**src/rtl/dmem_arbiter_pkg.sv**
```systemverilog
// Shared types and widths for the data-memory arbiter between the CPU
// load/store port and the DMA/loader port.
package dmem_arbiter_pkg;

  localparam int MEM_ADDR_W = 32;
  localparam int MEM_DATA_W = 32;
  localparam int CNT_W      = 8;

  typedef enum logic {
    ARB_IDLE = 1'b0,
    ARB_DMA  = 1'b1
  } arb_state_e;

endpackage

```
**src/rtl/dmem_arbiter_if.sv**
```systemverilog
// Bundle of the CPU, DMA and RAM side signals around the data-memory arbiter.
// The slave view is the arbiter itself; the master view is its surroundings.
interface dmem_arbiter_if
  import dmem_arbiter_pkg::*;
#(
  parameter int ADDR_W = MEM_ADDR_W,
  parameter int DATA_W = MEM_DATA_W
);

  logic              cpu_req;
  logic              cpu_we;
  logic [ADDR_W-1:0] cpu_addr;
  logic [DATA_W-1:0] cpu_wdata;
  logic [DATA_W-1:0] cpu_rdata;
  logic              cpu_stall;

  logic              dma_req;
  logic              dma_we;
  logic [ADDR_W-1:0] dma_addr;
  logic [DATA_W-1:0] dma_wdata;
  logic              dma_last;
  logic              dma_gnt;
  logic [DATA_W-1:0] dma_rdata;

  logic              ram_ena;
  logic [ADDR_W-1:0] ram_addr;
  logic [DATA_W-1:0] ram_wdata;
  logic [DATA_W-1:0] ram_rdata;

  modport slave (
    input  cpu_req, cpu_we, cpu_addr, cpu_wdata,
    output cpu_rdata, cpu_stall,
    input  dma_req, dma_we, dma_addr, dma_wdata, dma_last,
    output dma_gnt, dma_rdata,
    output ram_ena, ram_addr, ram_wdata,
    input  ram_rdata
  );

  modport master (
    output cpu_req, cpu_we, cpu_addr, cpu_wdata,
    input  cpu_rdata, cpu_stall,
    output dma_req, dma_we, dma_addr, dma_wdata, dma_last,
    input  dma_gnt, dma_rdata,
    input  ram_ena, ram_addr, ram_wdata,
    output ram_rdata
  );

endinterface

```
**src/rtl/dmem_arbiter_sat_counter.sv**
```systemverilog
// 8-bit counter that clears on request and otherwise counts up, sticking
// at its maximum instead of wrapping.
module arb_sat_counter
  import dmem_arbiter_pkg::*;
(
  input  logic             clk,
  input  logic             rst,
  input  logic             clr,
  input  logic             inc,
  output logic [CNT_W-1:0] cnt
);

  always_ff @(posedge clk or posedge rst) begin
    if (rst) begin
      cnt <= '0;
    end else if (clr) begin
      cnt <= '0;
    end else if (inc && (cnt != '1)) begin
      cnt <= cnt + 1'b1;
    end
  end

endmodule

```
**src/rtl/dmem_arbiter.sv**
```systemverilog
// Single-port DMEM arbiter: CPU passes through with zero latency while idle,
// DMA gets registered grants with bounded bursts and a starvation guard.
module dmem_arbiter
  import dmem_arbiter_pkg::*;
#(
  parameter int MAX_BURST    = 8,
  parameter int STARVE_LIMIT = 16
) (
  input  logic          clk_in,
  input  logic          reset,
  dmem_arbiter_if.slave bus
);

  localparam logic [CNT_W-1:0] BURST_LAST = CNT_W'(MAX_BURST - 1);
  localparam logic [CNT_W-1:0] STARVE_THR = CNT_W'(STARVE_LIMIT - 1);

  arb_state_e       state;
  arb_state_e       state_nxt;
  logic [CNT_W-1:0] burst_cnt;
  logic [CNT_W-1:0] wait_cnt;
  logic             burst_clr;
  logic             burst_inc;
  logic             wait_clr;
  logic             wait_inc;
  logic             starved;

  arb_sat_counter u_burst_cnt (
    .clk (clk_in),
    .rst (reset),
    .clr (burst_clr),
    .inc (burst_inc),
    .cnt (burst_cnt)
  );

  arb_sat_counter u_wait_cnt (
    .clk (clk_in),
    .rst (reset),
    .clr (wait_clr),
    .inc (wait_inc),
    .cnt (wait_cnt)
  );

  assign starved       = (wait_cnt >= STARVE_THR);
  assign bus.cpu_rdata = bus.ram_rdata;
  assign bus.dma_rdata = bus.ram_rdata;

  always_ff @(posedge clk_in or posedge reset) begin
    if (reset) begin
      state <= ARB_IDLE;
    end else begin
      state <= state_nxt;
    end
  end

  always_comb begin
    state_nxt     = state;
    bus.dma_gnt   = 1'b0;
    bus.cpu_stall = 1'b0;
    bus.ram_ena   = 1'b0;
    bus.ram_addr  = bus.cpu_addr;
    bus.ram_wdata = bus.cpu_wdata;
    burst_clr     = 1'b1;
    burst_inc     = 1'b0;
    wait_clr      = 1'b1;
    wait_inc      = 1'b0;

    case (state)
      ARB_IDLE: begin
        bus.ram_ena = bus.cpu_req & bus.cpu_we;
        wait_clr    = ~bus.dma_req;
        wait_inc    = bus.dma_req;
        // The CPU keeps priority until the DMA has waited long enough.
        if (bus.dma_req && (!bus.cpu_req || starved)) begin
          state_nxt = ARB_DMA;
          wait_clr  = 1'b1;
        end
      end

      ARB_DMA: begin
        bus.dma_gnt   = 1'b1;
        bus.cpu_stall = bus.cpu_req;
        bus.ram_addr  = bus.dma_addr;
        bus.ram_wdata = bus.dma_wdata;
        bus.ram_ena   = bus.dma_req & bus.dma_we;
        burst_clr     = 1'b0;
        burst_inc     = bus.dma_req;
        if (!bus.dma_req || bus.dma_last || (burst_cnt == BURST_LAST)) begin
          state_nxt = ARB_IDLE;
        end
      end

      default: begin
        state_nxt = ARB_IDLE;
      end
    endcase

    // While reset is held nothing may reach the RAM and the CPU must wait.
    if (reset) begin
      bus.dma_gnt   = 1'b0;
      bus.ram_ena   = 1'b0;
      bus.cpu_stall = bus.cpu_req;
    end
  end

endmodule

```
**src/flat_wrapper.sv**
```systemverilog
// flat-port wrapper written by rule: the top's interface ports become plain ports
module dmem_arbiter_flat import dmem_arbiter_pkg::*;
#(
  parameter int MAX_BURST    = 8,
  parameter int STARVE_LIMIT = 16
)
  (clk_in, reset, bus_cpu_req, bus_cpu_we, bus_cpu_addr, bus_cpu_wdata, bus_cpu_rdata, bus_cpu_stall, bus_dma_req, bus_dma_we, bus_dma_addr, bus_dma_wdata, bus_dma_last, bus_dma_gnt, bus_dma_rdata, bus_ram_ena, bus_ram_addr, bus_ram_wdata, bus_ram_rdata);
  dmem_arbiter_if #(.ADDR_W(32), .DATA_W(32)) bus_i ();
  input  logic clk_in;
  input  logic reset;
  input wire logic [$bits(bus_i.cpu_req)-1:0] bus_cpu_req;
  input wire logic [$bits(bus_i.cpu_we)-1:0] bus_cpu_we;
  input wire logic [$bits(bus_i.cpu_addr)-1:0] bus_cpu_addr;
  input wire logic [$bits(bus_i.cpu_wdata)-1:0] bus_cpu_wdata;
  output wire logic [$bits(bus_i.cpu_rdata)-1:0] bus_cpu_rdata;
  output wire logic [$bits(bus_i.cpu_stall)-1:0] bus_cpu_stall;
  input wire logic [$bits(bus_i.dma_req)-1:0] bus_dma_req;
  input wire logic [$bits(bus_i.dma_we)-1:0] bus_dma_we;
  input wire logic [$bits(bus_i.dma_addr)-1:0] bus_dma_addr;
  input wire logic [$bits(bus_i.dma_wdata)-1:0] bus_dma_wdata;
  input wire logic [$bits(bus_i.dma_last)-1:0] bus_dma_last;
  output wire logic [$bits(bus_i.dma_gnt)-1:0] bus_dma_gnt;
  output wire logic [$bits(bus_i.dma_rdata)-1:0] bus_dma_rdata;
  output wire logic [$bits(bus_i.ram_ena)-1:0] bus_ram_ena;
  output wire logic [$bits(bus_i.ram_addr)-1:0] bus_ram_addr;
  output wire logic [$bits(bus_i.ram_wdata)-1:0] bus_ram_wdata;
  input wire logic [$bits(bus_i.ram_rdata)-1:0] bus_ram_rdata;
  assign bus_i.cpu_req = bus_cpu_req;
  assign bus_i.cpu_we = bus_cpu_we;
  assign bus_i.cpu_addr = bus_cpu_addr;
  assign bus_i.cpu_wdata = bus_cpu_wdata;
  assign bus_cpu_rdata = bus_i.cpu_rdata;
  assign bus_cpu_stall = bus_i.cpu_stall;
  assign bus_i.dma_req = bus_dma_req;
  assign bus_i.dma_we = bus_dma_we;
  assign bus_i.dma_addr = bus_dma_addr;
  assign bus_i.dma_wdata = bus_dma_wdata;
  assign bus_i.dma_last = bus_dma_last;
  assign bus_dma_gnt = bus_i.dma_gnt;
  assign bus_dma_rdata = bus_i.dma_rdata;
  assign bus_ram_ena = bus_i.ram_ena;
  assign bus_ram_addr = bus_i.ram_addr;
  assign bus_ram_wdata = bus_i.ram_wdata;
  assign bus_i.ram_rdata = bus_ram_rdata;
  dmem_arbiter #(.MAX_BURST(MAX_BURST), .STARVE_LIMIT(STARVE_LIMIT)) u_core (.clk_in(clk_in), .reset(reset), .bus(bus_i));
endmodule
```
**config.mk**
```make
export PLATFORM = sky130hd
export DESIGN_NAME = dmem_arbiter_flat
export DESIGN_NICKNAME = d
export VERILOG_FILES = /design/src/rtl/dmem_arbiter_pkg.sv /design/src/rtl/dmem_arbiter_if.sv /design/src/rtl/dmem_arbiter_sat_counter.sv /design/src/rtl/dmem_arbiter.sv /design/src/flat_wrapper.sv
export SDC_FILE = /design/constraint.sdc
export NUM_CORES = 1
export LEC_CHECK = 0
export BUFFER_PORTS_ARGS = -buffer_cell sky130_fd_sc_hd__buf_4
export CELL_PAD_IN_SITES_DETAIL_PLACEMENT = 0
export CELL_PAD_IN_SITES_GLOBAL_PLACEMENT = 2
export CORE_MARGIN = 3
export CORE_UTILIZATION = 15
export CTS_BUF_LIST = sky130_fd_sc_hd__clkbuf_8
export DETAILED_ROUTE_END_ITERATION = 6
export GPL_ROUTABILITY_DRIVEN = 0
export PLACE_DENSITY = 0.91
export SLEW_MARGIN = 20
export SYNTH_ARGS = -nofsm -noshare
export SYNTH_HDL_FRONTEND = slang
export SYNTH_SLANG_ARGS = --single-unit
```
**constraint.sdc**
```tcl
create_clock -name clk_in -period 4 [get_ports clk_in]
set_input_delay 0.6 -clock clk_in [delete_from_list [all_inputs] [get_ports clk_in]]
set_output_delay 0.6 -clock clk_in [all_outputs]
set_load 0.05 [all_outputs]
```
==> reports/results.ini, run 1 <==
[sta]
setup_violations=0
tns_ns=0
slew_viol_final=0
finalCriticalPeriod_ns=2.49
worstMarginPinSlew_ns=0.649
hold_viol=0
whs_ns=0.454
slew_headroom_pct=56.7
rsz0062_at_grt=no
max_freq_mhz=402
skew_ns=0.00483
finalCritPeriodShare_pct=62.3

[logic_synthesis]
ys_warn_count=0
synth_top_family_by_area=multiplexers
synth_cells=218
syn_area_um2=2060
netlist_top_cells_area=mux2_2, buf_4, dfrtp_1
yosys.area.top_type=mux2_2
ys_seq_elements=17
synth-xor-area-share_pct=1.70
ys_top_cells_by_count=buf_4, mux2_2, dfrtp_1
synth_edf_count=0
synth_compound_area_share_pct=5.09
yosysUniqueCellTypes=33
avgSynthCellArea_um2=9.46
synthFlopType=dfrtp_1
yosysTopAreaCellShare_pct=34.9
synthSimpleGateAreaFrac_pct=9.58
async_reset_ff_share_pct=100
ys_seq_area_share_pct=20.6
synth_fa_ha_area_share_pct=1.21
synthMuxAreaShare_pct=34.9

[cts]
ctsResizeCount=0
postCtsHoldBufs=0
h-tree-depth=1
clkLatencyLatePin_ns=0.25
clock_sinks=17
cts.clk_slew.worst_paths_ns=0.07
cts_buffer_depth=2
cts_tree=yes
root_buffer=clkbuf_8
cts_inserted_buffers=3
cts_setup_buffers=0

[drt]
drc=0
via_count=2066
firstDrtPassIters=4
ant_nets=0
wl_per_cell_um=17.4
drt_iter0_markers=39
drt_wl_total_mm=9.25
via_per_inst=3.89

[placement]
hpwl_mm=8.20
port_buffers=201
dp_cells=527

[critical_path]
ff2ff_setup_slack_ns=2.47
crit_path_start_kind=flip-flop
r2r-start=u_core.u_burst_cnt.cnt[0]
endpoint_kind=primary output
crit_arrival_ns=1.89
reg2reg_to=u_core.u_burst_cnt.cnt[0]
worstSetupPathType=reg -> out
worstRegToRegCells=5
required_ns=3.40
path_max_fanout=26

[global_routing]
grt.total_usage_pct=10.6
grt_overflow=0
grt_pass1_vias=2059
grt_pass1_wl_mm=12.0
grt_max_degree=27
antenna_found_initial=0

[floorplan]
start_util_pct=15.5
fp.dieW_um=123
rows=42
boundaryPins=298
core_um2=13300
die_h_um=123
dieArea_um2=15200

[finish]
n_antenna_cell=0
final_nets=525
layout-drive-gt1-share_pct=77.5
layoutNonFillerInstCount=531
area_growth_pct=61.2
final_core_util_pct=24.9

[hold_path]
hp-class=in -> async

[power]
ir_worst_vdd_mv=0.146
total_power_uw=835
p_leak_uw=0.00160
power_density_nw_per_um2=251

[job]
drv_cap=0

[run_status]
status=complete, no violations

power by group:
| group | leakage, uW | total (uW) | switching (uW) | internal (uW) |
|---|---|---|---|---|
| Clock | 0.0000269 | 127 | 58.9 | 68.2 |
| Sequential | 0.000224 | 184 | 7.39 | 176 |
| Combinational | 0.00135 | 524 | 309 | 216 |
final cells by class:
type / count / area [um^2]
repair buffers: 203 / 1520
well taps: 176 / 220
inverters: 3 / 11.3
fillers: 1455 / 10000
flip-flops and latches: 17 / 427
clock inverters: 1 / 3.75
multi-input cells: 128 / 1100
clock buffers: 3 / 41.3
registers in the layout, summed over array words and instances, names as in the netlist:
name	cells
u_core.u_wait_cnt.cnt	8
u_core.state	1
u_core.u_burst_cnt.cnt	8
cells in the final DEF, fill, tap and decap left out, drive strengths merged:
cell type	netlist	routed
o21ai	6	6
xor2	3	3
or2	1	1
mux2	64	64
nand4	4	4
a21oi	7	7
buf	71	203
or3	1	1
xnor2	1	1
a211oi	2	2
nor2	8	8
or4	1	1
nand2	3	3
conb	1	4
nor3	3	3
nor4	1	1
o211ai	1	1
and3	2	2
inv	3	4
nand3	9	9
clkbuf	2	3
dfrtp	17	17
a31oi	1	1
ha	2	2
and4	3	3
o21a	1	1
how the worst max path moves through the flow:
stage                       from  cells past startpoint         endpoint  slack, ns
floorplan           u_core.state                      5      bus_ram_ena       1.76
global route        u_core.state                      3  bus_ram_addr[5]       1.41
finish              u_core.state                      3  bus_ram_addr[5]       1.51
detailed placement  u_core.state                      3  bus_ram_addr[5]       1.78
global placement    u_core.state                      3  bus_ram_addr[5]       1.81
CTS                 u_core.state                      3  bus_ram_addr[5]       1.49
metal layers:
layer  global-route usage (%)  vias to the layer above  wire [um]
li1                         -                      970          -
met1                     10.9                      941       3100
met2                     21.2                      144       5100
met3                     3.11                       11        988
met4                     1.59                        0         61
met5                        0                        -          0
kinds of logic after synthesis:
family | after synthesis
fa+ha+maj | 2
xor+xnor | 4
mux | 64
compound gates | 18
other cells | 1
simple gates | 36
buf+inv | 76
flops | 17
per-stage QoR:
stage	cell area, um^2	setup WS [ns]
6_report	3330	1.51
5_1_grt	3330	1.41
4_1_cts	3330	1.49
3_5_place_dp	3280	1.78
3_3_place_gp	3280	1.81
2_1_floorplan	2070	1.76
critical path: stages (launching register included):
cell and delay (ns):
dfrtp_2 0.63, buf_4 0.39, mux2_2 0.40, buf_4 0.20
No activity file was read; power rests on OpenSTA's default activity.
==> run 2: changes to the inputs <==
--- a/config.mk
+++ b/config.mk
@@ -9,11 +9,11 @@
 export CELL_PAD_IN_SITES_DETAIL_PLACEMENT = 0
 export CELL_PAD_IN_SITES_GLOBAL_PLACEMENT = 2
 export CORE_MARGIN = 3
-export CORE_UTILIZATION = 15
+export CORE_UTILIZATION = 12
 export CTS_BUF_LIST = sky130_fd_sc_hd__clkbuf_8
 export DETAILED_ROUTE_END_ITERATION = 6
 export GPL_ROUTABILITY_DRIVEN = 0
-export PLACE_DENSITY = 0.91
+export PLACE_DENSITY = 0.79
 export SLEW_MARGIN = 20
 export SYNTH_ARGS = -nofsm -noshare
 export SYNTH_HDL_FRONTEND = slang
==> constraint.sdc (replaced) <==
create_clock -name clk_in -period 2.05 [get_ports clk_in]
set_input_delay 0.3075 -clock clk_in [delete_from_list [all_inputs] [get_ports clk_in]]
set_output_delay 0.3075 -clock clk_in [all_outputs]
set_load 0.05 [all_outputs]
==> run 2 against run 1 <==
Effect of this change:
- register-to-register slack worse by 1.9 ns
- die area rose by 24%
- sequential share of layout area is 0.34 points lower
- global-route usage shrank 2.5 points
- critical path type unchanged
- critical endpoint is now bus_ram_wdata[17]
==> reports/results.ini, run 2 (synthesis gave the netlist of run 1 again) <==
[cts]
cts_buffer_depth=2
root_buffer=clkbuf_8
postCtsHoldBufs=0
clock_sinks=17
cts_inserted_buffers=3
cts.clk_slew.worst_paths_ns=0.07
ctsResizeCount=0
cts_setup_buffers=0
clkLatencyLatePin_ns=0.25
h-tree-depth=1
cts_tree=yes

[finish]
n_antenna_cell=0
final_nets=528
mostFrequentLayoutCell=buf_4
final_cell_mix=buf_4, mux2_2, dfrtp_1, nand3_1, nor2_1
layout-drive-gt1-share_pct=77.7
reg.largest.list=u_core.u_burst_cnt.cnt x8, u_core.u_wait_cnt.cnt x8, u_core.state x1
finalInstanceArea_um2=3420
area_growth_pct=65.6

[placement]
post_dp_cell_area_um2=3370
port_buffers=201
place_ws_ns=0.389
hpwl_mm=8.20

[floorplan]
core_um2=16700
start_util_pct=12.4
boundaryPins=298
die_h_um=137
dieArea_um2=18800
rows=47
fp.dieW_um=137

[global_routing]
grt_overflow=0
grt_max_degree=33
antenna_found_initial=0
grt_pass1_wl_mm=11.7
grt.total_usage_pct=8.05
grt_pass1_vias=1945

[drt]
drc=0
via_count=2085
drt_iter0_markers=62
ant_nets=0
via_per_inst=3.61
firstDrtPassIters=4
wl_per_cell_um=16.2
drt_wl_total_mm=9.36

[run_status]
status=complete, no violations

[sta]
finalCriticalPeriod_ns=1.91
setup_violations=0
rsz0062_at_grt=no
hold_viol=0
tns_ns=0
layout_setup_ws_ns=0.144
whs_ns=0.184
finalCritPeriodShare_pct=93.0
worstMarginPinSlew_ns=0.658
max_freq_mhz=525
slew_viol_final=0
slew_headroom_pct=56.1
skew_ns=0.00169

[job]
drv_cap=0

[critical_path]
cpPeakStageDelay_ns=0.50
path_max_fanout=32
crit_path_start_kind=flip-flop
cp_cell_sequence=buf_12 -> mux2_2 -> buf_4
crit_family=flip-flops
endpoint_kind=primary output
worstSetupPathType=reg -> out
cpMaxStageDelayCell=dfrtp_2
required_ns=1.74
crit_start=u_core.state
crit_arrival_ns=1.60
r2r-start=u_core.u_burst_cnt.cnt[3]
path_buf_inv=2

[hold_path]
hp-class=in -> async

[power]
power_density_nw_per_um2=483
total_power_uw=1650
ir_worst_vdd_mv=0.251
p_leak_uw=0.00162

-- run 2: cell types whose count changed in the layout (fill, tap and decap cells not counted), sizes merged --
cell and delta:
buf +3
-- run 2: through the flow --
| stage | std cells | util (%) |
|---|---|---|
| 2_1_floorplan | 221 | - |
| 3_3_place_gp | 574 | 20.2 |
| 3_5_place_dp | 574 | 20.2 |
| 4_1_cts | 578 | 20.5 |
| 5_1_grt | 578 | 20.5 |
| 6_report | 578 | 20.5 |
-- run 2: path summary, 6_finish.rpt --
kind | to | slack (ns) | cells after the start
setup / recovery | bus_ram_wdata[17] | 0.14 | 3
hold / removal | u_core.u_burst_cnt.cnt[2] | 0.18 | 2
setup reg to reg | u_core.state | 0.55 | 4
hold reg to reg | u_core.u_wait_cnt.cnt[0] | 0.50 | 1
max in group asynchronous | u_core.state | 1.40 | 2
min in group clk_in | u_core.state | 0.37 | 2
-- run 2: per-layer routing --
layer	share of wire (%)	vias to the layer above	track usage, %
met5	0	-	0
met4	0.18	0	0.942
met3	12	2	2.57
met2	44	135	12.2
met1	44	970	11.5
li1	-	978	-
-- run 2: power breakdown --
group / internal (uW) / switching, uW / total [uW]
registers: 344 / 9.72 / 354
logic: 431 / 618 / 1050
clock network: 133 / 113 / 246
-- run 2: area by class of cell --
cell class / count / area [um^2]
Fill cell: 1885 / 13300
Timing Repair Buffer: 206 / 1560
Multi-Input combinational cell: 128 / 1100
Sequential cell: 17 / 427
Tap cell: 220 / 275
Clock buffer: 3 / 41.3
Inverter: 3 / 11.3
Clock inverter: 1 / 3.75
